`src/rtl/booth_datapath_if.sv`:
```
// Enable/result interface between the Booth multiplier controller (master) and
// its datapath (slave).
interface booth_datapath_if #(
    parameter int WIDTH = 8
);
    logic                 en_i;
    logic                 en_pp;
    logic                 en_fp;
    logic [WIDTH-1:0]     multiplicand;
    logic [WIDTH-1:0]     multiplier;
    logic                 count;
    logic [2*WIDTH-1:0]   product;
    logic                 product_valid;
    logic                 err;

    modport master (
        output en_i, en_pp, en_fp, multiplicand, multiplier,
        input  count, product, product_valid, err
    );

    modport slave (
        input  en_i, en_pp, en_fp, multiplicand, multiplier,
        output count, product, product_valid, err
    );
endinterface

```
`src/rtl/booth_datapath.sv`:
```
// Signed radix-2 Booth multiplier datapath: A/Q/q_m1/M/iter registers plus the
// IDLE/RUN/HOLD phase. Optional protocol checker: define BOOTH_PROTO_CHK_EN.
module booth_datapath #(
    parameter int WIDTH = 8
) (
    input  logic             clk,
    input  logic             reset,
    booth_datapath_if.slave  bus
);
    localparam int ITER_W = $clog2(WIDTH + 1);

    typedef enum logic [1:0] {
        IDLE = 2'd0,
        RUN  = 2'd1,
        HOLD = 2'd2
    } phase_t;

    phase_t                    r_phase;
    phase_t                    w_phase_next;
    logic signed [WIDTH:0]     r_a;
    logic signed [WIDTH:0]     r_m;
    logic signed [WIDTH:0]     w_sum;
    logic [WIDTH-1:0]          r_q;
    logic                      r_q_m1;
    logic [ITER_W-1:0]         r_iter;
    logic [2*WIDTH-1:0]        r_product;
    logic                      r_product_valid;
    logic                      w_done;
    logic                      w_load;
    logic                      w_final;
    logic                      w_step;

    // Priority en_i > en_fp > en_pp: a lower enable never acts alongside a higher one.
    assign w_done  = (r_iter == ITER_W'(WIDTH));
    assign w_load  = bus.en_i;
    assign w_final = !bus.en_i && bus.en_fp && w_done;
    assign w_step  = !bus.en_i && !bus.en_fp && bus.en_pp && (r_phase == RUN) && !w_done;

    always_comb begin
        // NOTE: every combinational output gets a default first so no path infers a latch.
        w_phase_next = r_phase;
        case (r_phase)
            IDLE:    if (w_load) w_phase_next = RUN;
            RUN:     if (w_load) w_phase_next = RUN;
                     else if (w_final) w_phase_next = HOLD;
            HOLD:    if (w_load) w_phase_next = RUN;
            default: w_phase_next = IDLE;
        endcase
    end

    always_comb begin
        w_sum = r_a;
        case ({r_q[0], r_q_m1})
            2'b01:   w_sum = r_a + r_m;
            2'b10:   w_sum = r_a - r_m;
            default: w_sum = r_a;
        endcase
    end

    always_ff @(posedge clk or posedge reset) begin
        if (reset) begin
            r_phase <= IDLE;
        end else begin
            // NOTE: clocked state uses non-blocking assignments so every register sees pre-edge values.
            r_phase <= w_phase_next;
        end
    end

    always_ff @(posedge clk or posedge reset) begin
        if (reset) begin
            r_a             <= '0;
            r_m             <= '0;
            r_q             <= '0;
            r_q_m1          <= 1'b0;
            r_iter          <= '0;
            r_product       <= '0;
            r_product_valid <= 1'b0;
        end else if (w_load) begin
            r_m             <= {bus.multiplicand[WIDTH-1], bus.multiplicand};
            r_q             <= bus.multiplier;
            r_a             <= '0;
            r_q_m1          <= 1'b0;
            r_iter          <= '0;
            r_product_valid <= 1'b0;
        end else if (w_final) begin
            r_product       <= {r_a[WIDTH-1:0], r_q};
            r_product_valid <= 1'b1;
        end else if (w_step) begin
            // Arithmetic shift of {A', Q, q_m1}: A's sign bit is replicated.
            r_a    <= {w_sum[WIDTH], w_sum[WIDTH:1]};
            r_q    <= {w_sum[0], r_q[WIDTH-1:1]};
            r_q_m1 <= r_q[0];
            r_iter <= r_iter + ITER_W'(1);
        end
    end

    assign bus.count         = w_done;
    assign bus.product       = r_product;
    assign bus.product_valid = r_product_valid;

`ifdef BOOTH_PROTO_CHK_EN
    logic r_err;
    logic w_violation;

    always_comb begin
        w_violation = ($countones({bus.en_i, bus.en_pp, bus.en_fp}) > 1)
                   || (bus.en_pp && ((r_phase != RUN) || w_done))
                   || (bus.en_fp && !w_done);
    end

    always_ff @(posedge clk or posedge reset) begin
        if (reset)            r_err <= 1'b0;
        else if (w_violation) r_err <= 1'b1;
    end

    assign bus.err = r_err;
`else
    assign bus.err = 1'b0;
`endif
endmodule

```
`src/flat_wrapper.sv`:
```
// flat-port wrapper written by rule: the top's interface ports become plain ports
module booth_datapath_flat 
#(
    parameter int WIDTH = 8
)
  (clk, reset, bus_en_i, bus_en_pp, bus_en_fp, bus_multiplicand, bus_multiplier, bus_count, bus_product, bus_product_valid, bus_err);
  booth_datapath_if #(.WIDTH(WIDTH)) bus_i ();
  input  logic clk;
  input  logic reset;
  input wire logic [$bits(bus_i.en_i)-1:0] bus_en_i;
  input wire logic [$bits(bus_i.en_pp)-1:0] bus_en_pp;
  input wire logic [$bits(bus_i.en_fp)-1:0] bus_en_fp;
  input wire logic [$bits(bus_i.multiplicand)-1:0] bus_multiplicand;
  input wire logic [$bits(bus_i.multiplier)-1:0] bus_multiplier;
  output wire logic [$bits(bus_i.count)-1:0] bus_count;
  output wire logic [$bits(bus_i.product)-1:0] bus_product;
  output wire logic [$bits(bus_i.product_valid)-1:0] bus_product_valid;
  output wire logic [$bits(bus_i.err)-1:0] bus_err;
  assign bus_i.en_i = bus_en_i;
  assign bus_i.en_pp = bus_en_pp;
  assign bus_i.en_fp = bus_en_fp;
  assign bus_i.multiplicand = bus_multiplicand;
  assign bus_i.multiplier = bus_multiplier;
  assign bus_count = bus_i.count;
  assign bus_product = bus_i.product;
  assign bus_product_valid = bus_i.product_valid;
  assign bus_err = bus_i.err;
  booth_datapath #(.WIDTH(WIDTH)) u_core (.clk(clk), .reset(reset), .bus(bus_i));
endmodule
```
`config.mk`:
```
export PLATFORM = sky130hd
export DESIGN_NAME = booth_datapath_flat
export DESIGN_NICKNAME = d
export VERILOG_FILES = /design/src/rtl/booth_datapath_if.sv /design/src/rtl/booth_datapath.sv /design/src/flat_wrapper.sv
export SDC_FILE = /design/constraint.sdc
export NUM_CORES = 1
export LEC_CHECK = 0
export CORE_MARGIN = 3
export CORE_UTILIZATION = 52
export DETAILED_ROUTE_END_ITERATION = 16
export PLACE_DENSITY = 0.89
export SETUP_SLACK_MARGIN = 0.4
export SLEW_MARGIN = 10
export SYNTH_ARGS = -nofsm -noshare
export SYNTH_HDL_FRONTEND = slang
export SYNTH_SLANG_ARGS = --single-unit
```
`constraint.sdc`:
```
create_clock -name clk -period 4.02 [get_ports clk]
set_input_delay 1.005 -clock clk [delete_from_list [all_inputs] [get_ports clk]]
set_output_delay 1.005 -clock clk [all_outputs]
set_load 0.05 [all_outputs]
```
; Word level (Yosys, flattened, before mapping)
; Cells that the tools add are included.
[word_totals]
word_cells = 55
in_bits = 21
output_inout_bits = 19
register_bits = 49
[op_classes]
n_bitwise = 1
eq_ne = 8
n_reduce_logical = 16
n_mux = 19
add_sub_neg = 3
[ops]
columns = op, count
row1 = 9-bit two-way mux, 3
row2 = 8-bit two-way mux, 3
row3 = 9-bit one-hot mux with 2 select lines, 1
row4 = 4-bit two-way mux, 3
row5 = 9-bit by 8-bit adder with 9-bit output, 1
row6 = 9-bit by 8-bit subtractor with 9-bit output, 1
row7 = 1-bit logical AND, 6
row8 = 2-bit two-way mux, 3
row9 = 2-bit AND reduction, 3
row10 = 1-bit two-way mux, 5
row11 = "4-bit by 1-bit adder with 4-bit output, second input constant", 1
row12 = "2-bit by 1-bit equality test with 1-bit output, second input constant", 2
row13 = "2-bit equality test, second input constant", 2
row14 = "4-bit equality test, second input constant", 1
row15 = 2-bit one-hot mux with 2 select lines, 1
row16 = 2-bit nonzero test, 2
row17 = 1-bit logical NOT, 3
row18 = "3-bit by 2-bit inequality test with 1-bit output, second input constant", 1
row19 = 2-bit logical NOT, 1
row20 = "2-bit by 1-bit inequality test with 1-bit output, second input constant", 1
row21 = "2-bit inequality test, second input constant", 1
row22 = 2-bit OR reduction, 1
row23 = 1-bit NOT, 1

; Logic depth before layout (Yosys ltp)
[depth]
word_depth = 8
mapped_depth = 12
ltp_nobuf = 11

; Worst setup path before layout
; OpenSTA, ideal clock, no wires.
[synth_timing]
path_type = register to register
start = register u_core.r_q_m1
end = register u_core.r_a[7]
stages_incl_launch_ff = 12
setup_time_ns = 0.079
path_buffers = 1
required_time_ns = 3.941
period_less_slack_ns = 2.548
path_slack_ns = 1.472
t_arrival_ns = 2.469
path_cell_list = dfrtp_1 > inv_1 > ha_1 > clkbuf_1 > mux2_2 > fa_1 > nor2b_1 > o31a_1 > o21ai_0 > xor2_1 > nor3_2 > mux2i_1
[synth_between]
elab_chain_cells = 5
word_cells_on_any_way = 6
cone_classes = eq/ne (2) / mux (4)
[synth_lines]
columns = item, line
row1 = start: declaration, booth_datapath.sv:24  ; logic r_q_m1;
row2 = start signal: assignment, booth_datapath.sv:92  ; r_q_m1 <= r_q[0];
row3 = 2-bit equality test / 2-bit by 1-bit equality test with 1-bit output (equally long branches), booth_datapath.sv:53  ; case ({r_q[0], r_q_m1})
row4 = 9-bit one-hot mux with 2 select lines *, booth_datapath.sv:53
row5 = 9-bit two-way mux *, booth_datapath.sv:88  ; end else if (w_step) begin
row6 = 9-bit two-way mux *, booth_datapath.sv:85  ; end else if (w_final) begin
row7 = 9-bit two-way mux *, booth_datapath.sv:78  ; end else if (w_load) begin
row8 = end signal: assignment, booth_datapath.sv:90  ; r_a <= {w_sum[WIDTH], w_sum[WIDTH:1]};
row9 = end: declaration, booth_datapath.sv:20  ; logic signed [WIDTH:0] r_a;
; Mark *: on every way between the ends. The rest lies on a longest branch, timed or not. The select of a mux whose other input is x is not followed.
; A chain may end at the register's enable or synchronous reset.

; Final worst setup path
[layout_timing]
start = register u_core.r_iter[0]
end = output bus_count
[layout_between]
elab_chain_cells = 1
[layout_lines]
columns = item, line
row1 = start: declaration, booth_datapath.sv:25  ; logic [ITER_W-1:0] r_iter;
row2 = start signal: assignment, booth_datapath.sv:93  ; r_iter <= r_iter + ITER_W'(1);
row3 = 4-bit equality test, booth_datapath.sv:34  ; assign w_done = (r_iter == ITER_W'(WIDTH));
row4 = end: declaration, flat_wrapper.sv:15  ; output wire logic [$bits(bus_i.count)-1:0] bus_count;
; Every way passes these cells.

==> results.yml <==
synthesis:
  synth_cell_types: 42
  synthCells: 244
  synth_area_um2: 2561
  yosys_register_bits: 48
  synth_fp_nets: 278
  synth_area_leader_cell: "dfrtp_1"
  synth.top_cell.area_share: 0.4690
  synth.area.top_cells: "dfrtp_1 (47%), mux2_2 (9.7%), ha_1 (5.9%)"
  synth_seq_area_share: 0.4690
  synth.avg_cell_area_um2: 10.50
  synth-main-ff-cell: "dfrtp_1"
  synthArstFlopShare: 1.000
  synth_edf_count: 0
  ys_warn_count: 0
die:
  die_area_um2: 5803
  pin_count: 40
  start_util: 0.5611
  dieWidth_um: 76.18
  rows: 24
  core_area_um2: 4564
  dieHeight_um: 76.18
timing:
  hold_viol: 0
  finalCritPeriodShare: 0.7956
  setup_viol_count_final: 0
  rsz0062_at_grt: "no"
  tns_ps: 0
  finClkSkew_ps: 2.255
  finalWorstSetupSlack_ps: 821.8
  slew_headroom: 0.3541
  min_period_ps: 3198
  drv_slew: 0
  worst_pin_slew_ps: 967.5
  timing.fmax_ghz: 0.3127
finish:
  fillers: 356
  area_growth_pct: 19.64
  final_common_cell: "dfrtp_1"
  finish.net_count: 314
  antenna_cells: 0
  fin_area_um2: 3064
  drive_gt1_frac: 0.1393
  final_cell_mix: "dfrtp_1 (48), clkdlybuf4s50_1 (38), nand2_1 (29)"
  post-route-util: 0.6713
clocking:
  cts_htree_levels: 2
  clock-sinks: 48
  clk_pin_slew_ps: 80
  post_cts_buffers: 0
  clk_latency_ps: 300
  cts_root_buf: "clkbuf_8"
  holdBufCountCts: 0
  cts_tree: "built"
  cts_resized: 0
  cts_buffers: 5
  clk_path_buf_depth: 2
route:
  vias: 1945
  wl_per_cell_um: 15.30
  dr.pass1.iters: 4
  routed_via_density: 5.638
  drc_errors: 0
  ant_nets: 0
  wl_mm: 5.278
  first_iter_violations: 106
global_route:
  grt_max_degree: 49
  antenna_found_initial: 0
  grt_use_total: 0.1928
  grt_first_pass_wirelength_mm: 9.225
  grt_pass1_vias: 2061
  overflow: 0
worst_setup_path:
  worstSetupPathType: "register to output port"
  crit_cells: 5
  required_ps: 3010
  start_kind: "register"
  crit_family: "buffers and inverters"
  cp-end-kind: "output port"
  crit_buf_inv: 2
  worst-r2r-cell-count: 10
  slowest_delay_ps: 840
  crit_chain: "inv_1 > ha_1 > nand2_1 > nor2_2 > clkdlybuf4s50_1"
  cp_max_fo: 5
  critPathArrivalTime_ps: 2190
  slowest_stage: "clkdlybuf4s50_1"
place:
  dp_hpwl_mm: 3.613
  dp_slack_ps: 1061
  io_buffers: 38
  dpl_cell_area_um2: 2983
  gp_congestion: 0.8354
pwr:
  p_per_area_nw_per_um2: 342.9
  power.total_uw: 1051
  ir_worst_vdd_uv: 238.0
  leakage_uw: 0.001386
min_path:
  worst_hold_path.num_cells: 1
  hold_class: "register to register"
flow_run:
  cap_violations: 0
status:
  status: "finished clean"
==> path summary, 6_finish.rpt <==
path                       slack [ps]                     end         startpoint
hold / removal                    490       u_core.r_phase[0]  u_core.r_phase[0]
setup reg to reg                 1250           u_core.r_a[7]      u_core.r_m[2]
hold reg to reg                   490       u_core.r_phase[0]  u_core.r_phase[0]
max in group asynchronous        2170   u_core.bus.product[9]              reset
setup / recovery                  820               bus_count   u_core.r_iter[0]
min in group asynchronous        1250  u_core.bus.product[11]              reset
==> flip-flops by register name, indices dropped and copies added, names as in the netlist <==
register / flops
u_core.bus.product: 16
u_core.bus.product_valid: 1
u_core.r_a: 8
u_core.r_iter: 4
u_core.r_m: 8
u_core.r_phase: 2
u_core.r_q: 8
u_core.r_q_m1: 1
==> report_power, final <==
group	internal [µW]	leakage (µW)	total, µW	switching (µW)
Clock	118	0.0000400	271	153
Combinational	112	0.000716	246	134
Sequential	507	0.000630	533	26.3
Total	737	0.00139	1050	314
==> per-layer routing <==
metal / routed length (µm) / track usage
met1: 2244 / 0.2452
met2: 2654 / 0.3209
met3: 284 / 0.04965
met4: 95 / 0.06522
met5: 0 / 0
==> cell families (layout without fill, tap and decap cells) <==
group	Yosys count	after routing	synth area share
and+or+nand+nor	72	72	0.1490
DFF	48	48	0.4690
AOI/OAI and AO/OA	47	47	0.1168
muxes	27	27	0.1163
buffers and inverters	25	61	0.04348
adders and majority gates	13	13	0.06644
xor gates and xnor gates	11	11	0.03762
other	1	1	0.001464
==> Yosys cell counts, drive strengths merged (6+ instances only) <==
library cell and n:
nor2 14, buf 7, inv 13, mux2 22
a21oi 10, nor3 6, xnor2 7, o21ai 13
a22oi 7, nand3b 6, nand2 29, ha 12
dfrtp 48
==> final cells by class <==
cell class	instances	area [µm²]	area share
Multi-Input combinational cell	171	1249	0.4075
Sequential cell	48	1201	0.3920
Timing Repair Buffer	41	402.9	0.1315
Tap cell	65	81.33	0.02654
Clock buffer	5	68.82	0.02246
Inverter	13	48.80	0.01592
Clock inverter	2	12.51	0.004083
==> stage by stage <==
stage,std cells,hold slack [ps]
finish,345,485.3
global route,345,537.2
CTS,345,487.8
detailed placement,338,470.4
global placement,338,458.5
floorplan,244,443.9
Power figures use the tool's default switching activity.
